**config.mk**
```make
export PLATFORM = sky130hd
export DESIGN_NAME = mem_port_arbiter_flat
export DESIGN_NICKNAME = d
export VERILOG_FILES = /design/src/rtl/mem_port_arbiter_if.sv /design/src/rtl/mem_port_arbiter.sv /design/src/flat_wrapper.sv
export SDC_FILE = /design/constraint.sdc
export NUM_CORES = 1
export LEC_CHECK = 0
export CAP_MARGIN = 30
export CORE_MARGIN = 2
export CORE_UTILIZATION = 60
export DETAILED_ROUTE_END_ITERATION = 7
export DONT_BUFFER_PORTS = 1
export HOLD_SLACK_MARGIN = 0.15
export PLACE_DENSITY = 0.8
export SETUP_SLACK_MARGIN = 0.05
export SLEW_MARGIN = 15
export SYNTH_ARGS = -nofsm -noshare
export SYNTH_HDL_FRONTEND = slang
export SYNTH_SLANG_ARGS = --single-unit
```
**constraint.sdc**
```tcl
create_clock -name clk -period 1.75 [get_ports clk]
set_input_delay 0.0875 -clock clk [delete_from_list [all_inputs] [get_ports clk]]
set_output_delay 0.0875 -clock clk [all_outputs]
set_load 0.1 [all_outputs]
```
**src/rtl/mem_port_arbiter_if.sv**
```systemverilog
// Bus bundle for mem_port_arbiter: CPU fetch port, CPU load/store port and
// the single-port memory side. The arbiter uses the slave view and the
// CPU/memory environment uses the master view.
interface mem_port_arbiter_if #(
   parameter int ADDR_W = 16,
   parameter int DATA_W = 16
);
   logic [ADDR_W-1:0] fetch_addr;
   logic              fetch_rd;
   logic              fetch_wait;
   logic [DATA_W-1:0] fetch_rddata;
   logic              fetch_rdvalid;

   logic [ADDR_W-1:0] ldst_addr;
   logic              ldst_rd;
   logic              ldst_wr;
   logic [DATA_W-1:0] ldst_wrdata;
   logic              ldst_wait;
   logic [DATA_W-1:0] ldst_rddata;
   logic              ldst_rdvalid;

   logic [ADDR_W-1:0] m_addr;
   logic              m_rd;
   logic              m_wr;
   logic [DATA_W-1:0] m_wrdata;
   logic [DATA_W-1:0] m_rddata;

   modport slave (
      input  fetch_addr, fetch_rd, ldst_addr, ldst_rd, ldst_wr, ldst_wrdata, m_rddata,
      output fetch_wait, fetch_rddata, fetch_rdvalid,
      output ldst_wait, ldst_rddata, ldst_rdvalid,
      output m_addr, m_rd, m_wr, m_wrdata
   );

   modport master (
      output fetch_addr, fetch_rd, ldst_addr, ldst_rd, ldst_wr, ldst_wrdata, m_rddata,
      input  fetch_wait, fetch_rddata, fetch_rdvalid,
      input  ldst_wait, ldst_rddata, ldst_rdvalid,
      input  m_addr, m_rd, m_wr, m_wrdata
   );
endinterface

```
**src/rtl/mem_port_arbiter.sv**
```systemverilog
// Shares one single-port memory between instruction fetch and load/store.
// Load/store normally wins; a run counter hands the port to fetch after
// MAX_LDST_RUN back-to-back load/store grants. Reads are tagged with their
// owner in a RD_LATENCY-deep pipe so returning data reaches the right port.
module mem_port_arbiter #(
   parameter int ADDR_W       = 16,
   parameter int DATA_W       = 16,
   parameter int RD_LATENCY   = 1,
   parameter int MAX_LDST_RUN = 4
) (
   input logic clk,
   input logic reset,
   mem_port_arbiter_if.slave bus
);

   localparam logic [3:0] RUN_LIMIT = 4'(MAX_LDST_RUN);

   logic [3:0]            run_cnt;
   logic                  ldst_req;
   logic                  fetch_grant;
   logic                  ldst_grant;
   logic                  rd_grant;
   logic [RD_LATENCY-1:0] pipe_valid;
   logic [RD_LATENCY-1:0] pipe_owner;
   logic                  ret_valid;
   logic                  ret_fetch;
   logic [DATA_W-1:0]     fetch_hold;
   logic [DATA_W-1:0]     ldst_hold;

   // Pick at most one port per cycle; nothing is granted while reset is high.
   always_comb begin
      ldst_req    = bus.ldst_rd | bus.ldst_wr;
      fetch_grant = 1'b0;
      ldst_grant  = 1'b0;
      if (!reset) begin
         if (bus.fetch_rd && ldst_req) begin
            if (run_cnt == RUN_LIMIT) fetch_grant = 1'b1;
            else                      ldst_grant  = 1'b1;
         end else begin
            fetch_grant = bus.fetch_rd;
            ldst_grant  = ldst_req;
         end
      end
   end

   // Drive the memory from the granted port; a combined rd+wr is a write.
   always_comb begin
      bus.m_addr   = {ADDR_W{1'b0}};
      bus.m_rd     = 1'b0;
      bus.m_wr     = 1'b0;
      bus.m_wrdata = {DATA_W{1'b0}};
      if (fetch_grant) begin
         bus.m_addr = bus.fetch_addr;
         bus.m_rd   = 1'b1;
      end else if (ldst_grant) begin
         bus.m_addr = bus.ldst_addr;
         if (bus.ldst_wr) begin
            bus.m_wr     = 1'b1;
            bus.m_wrdata = bus.ldst_wrdata;
         end else begin
            bus.m_rd = 1'b1;
         end
      end
   end

   assign rd_grant      = fetch_grant | (ldst_grant & ~bus.ldst_wr);
   assign bus.fetch_wait = bus.fetch_rd & ~fetch_grant;
   assign bus.ldst_wait  = ldst_req & ~ldst_grant;

   // Count load/store grants that kept fetch waiting; any fetch grant or idle fetch restarts it.
   always_ff @(posedge clk) begin
      if (reset || fetch_grant || !bus.fetch_rd) begin
         run_cnt <= 4'd0;
      end else if (ldst_grant && run_cnt != RUN_LIMIT) begin
         run_cnt <= run_cnt + 4'd1;
      end
   end

   // Shift read tags toward the return point; reset kills every read in flight.
   always_ff @(posedge clk) begin
      pipe_owner[0] <= fetch_grant;
      for (int i = 1; i < RD_LATENCY; i++) begin
         pipe_owner[i] <= pipe_owner[i-1];
      end
      if (reset) begin
         pipe_valid <= '0;
      end else begin
         pipe_valid[0] <= rd_grant;
         for (int i = 1; i < RD_LATENCY; i++) begin
            pipe_valid[i] <= pipe_valid[i-1];
         end
      end
   end

   assign ret_valid         = ~reset & pipe_valid[RD_LATENCY-1];
   assign ret_fetch         = pipe_owner[RD_LATENCY-1];
   assign bus.fetch_rdvalid = ret_valid & ret_fetch;
   assign bus.ldst_rdvalid  = ret_valid & ~ret_fetch;
   assign bus.fetch_rddata  = bus.fetch_rdvalid ? bus.m_rddata : fetch_hold;
   assign bus.ldst_rddata   = bus.ldst_rdvalid  ? bus.m_rddata : ldst_hold;

   // Keep the last returned word per port so rddata stays stable between returns.
   always_ff @(posedge clk) begin
      if (reset) begin
         fetch_hold <= {DATA_W{1'b0}};
         ldst_hold  <= {DATA_W{1'b0}};
      end else begin
         if (bus.fetch_rdvalid) fetch_hold <= bus.m_rddata;
         if (bus.ldst_rdvalid)  ldst_hold  <= bus.m_rddata;
      end
   end

endmodule

```
**src/flat_wrapper.sv**
```systemverilog
// flat-port wrapper written by rule: the top's interface ports become plain ports
module mem_port_arbiter_flat 
#(
   parameter int ADDR_W       = 16,
   parameter int DATA_W       = 16,
   parameter int RD_LATENCY   = 1,
   parameter int MAX_LDST_RUN = 4
)
  (clk, reset, bus_fetch_addr, bus_fetch_rd, bus_ldst_addr, bus_ldst_rd, bus_ldst_wr, bus_ldst_wrdata, bus_m_rddata, bus_fetch_wait, bus_fetch_rddata, bus_fetch_rdvalid, bus_ldst_wait, bus_ldst_rddata, bus_ldst_rdvalid, bus_m_addr, bus_m_rd, bus_m_wr, bus_m_wrdata);
  mem_port_arbiter_if #(.ADDR_W(ADDR_W), .DATA_W(DATA_W)) bus_i ();
  input logic clk;
  input logic reset;
  input wire logic [$bits(bus_i.fetch_addr)-1:0] bus_fetch_addr;
  input wire logic [$bits(bus_i.fetch_rd)-1:0] bus_fetch_rd;
  input wire logic [$bits(bus_i.ldst_addr)-1:0] bus_ldst_addr;
  input wire logic [$bits(bus_i.ldst_rd)-1:0] bus_ldst_rd;
  input wire logic [$bits(bus_i.ldst_wr)-1:0] bus_ldst_wr;
  input wire logic [$bits(bus_i.ldst_wrdata)-1:0] bus_ldst_wrdata;
  input wire logic [$bits(bus_i.m_rddata)-1:0] bus_m_rddata;
  output wire logic [$bits(bus_i.fetch_wait)-1:0] bus_fetch_wait;
  output wire logic [$bits(bus_i.fetch_rddata)-1:0] bus_fetch_rddata;
  output wire logic [$bits(bus_i.fetch_rdvalid)-1:0] bus_fetch_rdvalid;
  output wire logic [$bits(bus_i.ldst_wait)-1:0] bus_ldst_wait;
  output wire logic [$bits(bus_i.ldst_rddata)-1:0] bus_ldst_rddata;
  output wire logic [$bits(bus_i.ldst_rdvalid)-1:0] bus_ldst_rdvalid;
  output wire logic [$bits(bus_i.m_addr)-1:0] bus_m_addr;
  output wire logic [$bits(bus_i.m_rd)-1:0] bus_m_rd;
  output wire logic [$bits(bus_i.m_wr)-1:0] bus_m_wr;
  output wire logic [$bits(bus_i.m_wrdata)-1:0] bus_m_wrdata;
  assign bus_i.fetch_addr = bus_fetch_addr;
  assign bus_i.fetch_rd = bus_fetch_rd;
  assign bus_i.ldst_addr = bus_ldst_addr;
  assign bus_i.ldst_rd = bus_ldst_rd;
  assign bus_i.ldst_wr = bus_ldst_wr;
  assign bus_i.ldst_wrdata = bus_ldst_wrdata;
  assign bus_i.m_rddata = bus_m_rddata;
  assign bus_fetch_wait = bus_i.fetch_wait;
  assign bus_fetch_rddata = bus_i.fetch_rddata;
  assign bus_fetch_rdvalid = bus_i.fetch_rdvalid;
  assign bus_ldst_wait = bus_i.ldst_wait;
  assign bus_ldst_rddata = bus_i.ldst_rddata;
  assign bus_ldst_rdvalid = bus_i.ldst_rdvalid;
  assign bus_m_addr = bus_i.m_addr;
  assign bus_m_rd = bus_i.m_rd;
  assign bus_m_wr = bus_i.m_wr;
  assign bus_m_wrdata = bus_i.m_wrdata;
  mem_port_arbiter #(.ADDR_W(ADDR_W), .DATA_W(DATA_W), .RD_LATENCY(RD_LATENCY), .MAX_LDST_RUN(MAX_LDST_RUN)) u_core (.clk(clk), .reset(reset), .bus(bus_i));
endmodule
```
==> results of run 1 <==
cell families after synthesis:
logic type | count (synthesis) | synth area share, %
xor gates and xnor gates | 2 | 0.8476
DFF | 38 | 36.80
buffers and inverters | 35 | 7.566
muxes | 32 | 19.07
adders and majority gates | 2 | 1.210
and+or+nand+nor | 81 | 25.97
AOI/OAI and AO/OA | 21 | 8.535
through the flow:
stage / worst slack, ns / hold WS, ns / instance area [µm²]
global placement: 0.06353 / 0.1624 / 3395
floorplan: -0.2470 / 0.1795 / 2501
==> run metrics, run 1 <==
post-synthesis cell type count 31; GP Congestion 0.7823; area leader, netlist dfxtp_1; # rows 21; Mapped Cells 211; Synth top area share 36.80%; Die Wd around 63 µm; flops & latches, synth 38; Port Buf Inserts 0; sequential-to-total area share from yosys stat a little under two fifths; die height 62.70 µm; status stopped before the end; count leader, synth dfxtp_1; num ports 139; mapped cell area 2067 µm²; failing step detailed placement (3_5_place_dp); yosys warns 0; Starting Density between 60% and 70%; fraction of registers with async set/reset 0%; Syn Nets between 200 and 300; Post-synth top cells 38 x dfxtp_1, 24 x nor2b_1, 23 x mux2_2; Syn Area/Cell between 9 and 10 µm²; First Err [ERROR DPL-0038] Utilization greater than 100%, impossible to legalize; Post-synth EDFFs 0; main area contributors after synthesis dfxtp_1 37%, mux2_2 13%, nor2b_1 7.3%; Most used DFF post-synth dfxtp_1
==> run 2, diff against run 1 <==
--- a/config.mk
+++ b/config.mk
@@ -7,12 +7,10 @@
 export LEC_CHECK = 0
 export CAP_MARGIN = 30
 export CORE_MARGIN = 2
-export CORE_UTILIZATION = 60
+export CORE_UTILIZATION = 40
 export DETAILED_ROUTE_END_ITERATION = 7
 export DONT_BUFFER_PORTS = 1
-export HOLD_SLACK_MARGIN = 0.15
-export PLACE_DENSITY = 0.8
-export SETUP_SLACK_MARGIN = 0.05
+export PLACE_DENSITY_LB_ADDON = 0.15
 export SLEW_MARGIN = 15
 export SYNTH_ARGS = -nofsm -noshare
 export SYNTH_HDL_FRONTEND = slang
==> run metrics, run 2 <==
status finished, violations left; failing checks setup timing; Period Utilization, post-route 112.2%; pin count of the biggest net entering global routing between 40 and 50; fraction of registers with async set/reset 0% (unchanged); vias 1801; core area 5042 µm²; main area contributors after synthesis dfxtp_1 37%, mux2_2 13%, nor2b_1 7.3%; Core Util, Final 75.48%; first-pass GRT wire length between 8 and 9 mm; Max Slew Vio Count 0; mapped cell area 2067 µm² (unchanged); vias in the first global route 1861; Post-synth top cells 38 x dfxtp_1, 24 x nor2b_1, 23 x mux2_2; Most used DFF post-synth dfxtp_1; Hold Violations, Final 0; unrepaired setup endpoints after global routing true; area leader, netlist dfxtp_1; Post-synth EDFFs 0 (unchanged); # diodes 0; Routed Antenna Nets 0; die height 75.89 µm (+21%); critical path class reg -> out; Leak 1.639 nW; Pwr Density 646.1 nW/µm²; Finished Layout Cells 358; GP Congestion 0.8053 (+2.9%); initial antenna violation count 0; Min-Delay Path Class in -> reg; die area 5759 µm²; drt drc 0; Crit. End Element output port; Final setup violation count 33; clk buf depth 2; TritonCTS clock tree yes; htree depth 2; num ports 139 (unchanged); Starting Density 40.99% (-21 points); Worst Setup Start Kind flip-flop; # rows 26 (+24%); Fin Clk Skew 0.01273 ns; FF+latch area 765.7 µm²; Overflow after GRT 0; sequential-to-total area share from yosys stat 36.80% (unchanged); Worst Tran Pin Value 0.5811 ns; clk_lat worst skew 0.29 ns; setup ws final -0.2133 ns; Int Pwr 1.514 mW; post-synthesis cell type count 31 (unchanged); Max Cap Violations 0; Post-Route WL roughly 5.9 mm; most frequent cells in the layout 41 x buf_12, 34 x dfxtp_1, 28 x buf_4; met1 GRT Util 20.45%; share of cells above drive strength 1 57.99%; peak supply drop 0.3282 mV; Critical Path AT between 1.5 and 2 ns; Port Buf Inserts 0 (unchanged); GRT met3 Usage 8.466%; grt met2 use between 30% and 40%; Layout Nets 358; flops & latches, synth 38 (unchanged); minimum clock period between 1.5 and 2 ns; top flop regs u_core.fetch_hold (16), u_core.ldst_hold (16), u_core.run_cnt (4); global router's overall resource usage 20.28%; Mapped Cells 211 (unchanged); commonest non-fill, non-tap cell in the layout buf_12; fmax 509.4 MHz; Clock Sink Count 38; Initial DRC Count 30; clk slew on worst S/H paths 0.07 ns; Die Wd 75.89 µm (+21%); post-DP HPWL 4.384 mm; Syn Area/Cell 9.796 µm² (unchanged); DR vias/cell 5.031; CP max FO 8; yosys warns 0 (unchanged); TritonRoute pass-1 iters 4; Synth top area share 36.80% (unchanged); Slew HR 61.13%; grt peak-use layer met2; Flop pwr share 36.0%; drt wl/cell 16.45 µm; Filler cells between 300 and 400; switch share 38.44%; placed instance count 335; Syn Nets 282 (unchanged); Required @ worst endpoint 1.66 ns; clock network power share 23.6%; multi-input logic area 1535 µm²; Switching Power 0.9452 mW; root buf cell clkbuf_8; count leader, synth dfxtp_1; number of CTS-inserted buffers 5; Layout area overhead 84.14%; Gate power share 40.3%
-- run 2: cell counts after synthesis --
No cell type changed its count.
-- run 2: worst paths after layout --
path	startpoint	to	slack (ns)	cells after the start
worst min register to register	u_core.run_cnt[0]	u_core.run_cnt[0]	0.53	2
worst max register to register	u_core.pipe_owner	u_core.ldst_hold[8]	0.33	5
worst max-delay path	u_core.run_cnt[1]	bus_m_addr[11]	-0.21	8
worst min-delay path	bus_fetch_rd	u_core.run_cnt[1]	0.06	2
-- run 2: layout make-up --
cell class | instances | area share, %
clock buffers | 5 | 1.808
clock inverters | 3 | 0.5588
inverters | 21 | 2.071
multi-input cells | 138 | 40.34
flip-flops and latches | 38 | 20.12
well taps | 70 | 2.301
repair buffers | 83 | 32.81
-- run 2: layer usage --
metal / vias to the layer above / share of wire, %
met4: 0 / 0.97
met1: 858 / 36
met5: - / 0
met2: 82 / 55
met3: 6 / 8.7
li1: 855 / -
-- run 2: stage by stage --
| step | setup slack [ns] | hold WS [ns] | setup TNS, ns | power [mW] | area (µm²) |
|---|---|---|---|---|---|
| floorplan | -0.2470 | 0.1795 | -3.306 | 1.625 | 2501 |
| global placement | 0.08612 | 0.1684 | 0 | 1.826 | 3475 |
| detailed placement | 0.03467 | 0.1700 | 0 | 1.839 | 3475 |
| CTS | -0.2591 | 0.002684 | -6.782 | 2.462 | 3701 |
| global route | -0.2866 | 0.06145 | -8.776 | 2.553 | 3806 |
| finish | -0.2133 | 0.06183 | -6.331 | 2.459 | 3806 |
-- run 2: cell families after synthesis --
kind of cell	Yosys count	share of synthesized area, %
and+or+nand+nor	81	25.97
DFF	38	36.80
buffers and inverters	35	7.566
muxes	32	19.07
AOI/OAI and AO/OA	21	8.535
xor gates and xnor gates	2	0.8476
adders and majority gates	2	1.210
-- run 2: worst max-delay path, stage by stage, from the launching register on --
cell and delay, ns:
dfxtp_2 0.35, inv_2 0.05, ha_4 0.15, and4b_2 0.23, buf_6 0.12, a21oi_4 0.19
clkbuf_16 0.23, o32ai_4 0.09, buf_12 0.18
-- run 2: power by group through the flow --
stage / Clock, mW / Combinational, mW / Sequential, mW
after global placement: 0 / 0.920 / 0.905
after global routing: 0.645 / 1.02 / 0.887
after CTS: 0.600 / 0.976 / 0.886
after floorplan: 0 / 0.721 / 0.904
final: 0.582 / 0.992 / 0.885
after detailed placement: 0 / 0.932 / 0.907
-- run 2: timing repair --
action,4_1_cts,5_1_grt
cloned,2,1
endpoints found under the setup margin,37,44
hold endpoints to repair,31,3
setup buffers,4,4
hold buffers,2,1
pin swaps,15,4
resized for setup,15,9
Note: power is estimated with default switching activity, not from simulation.
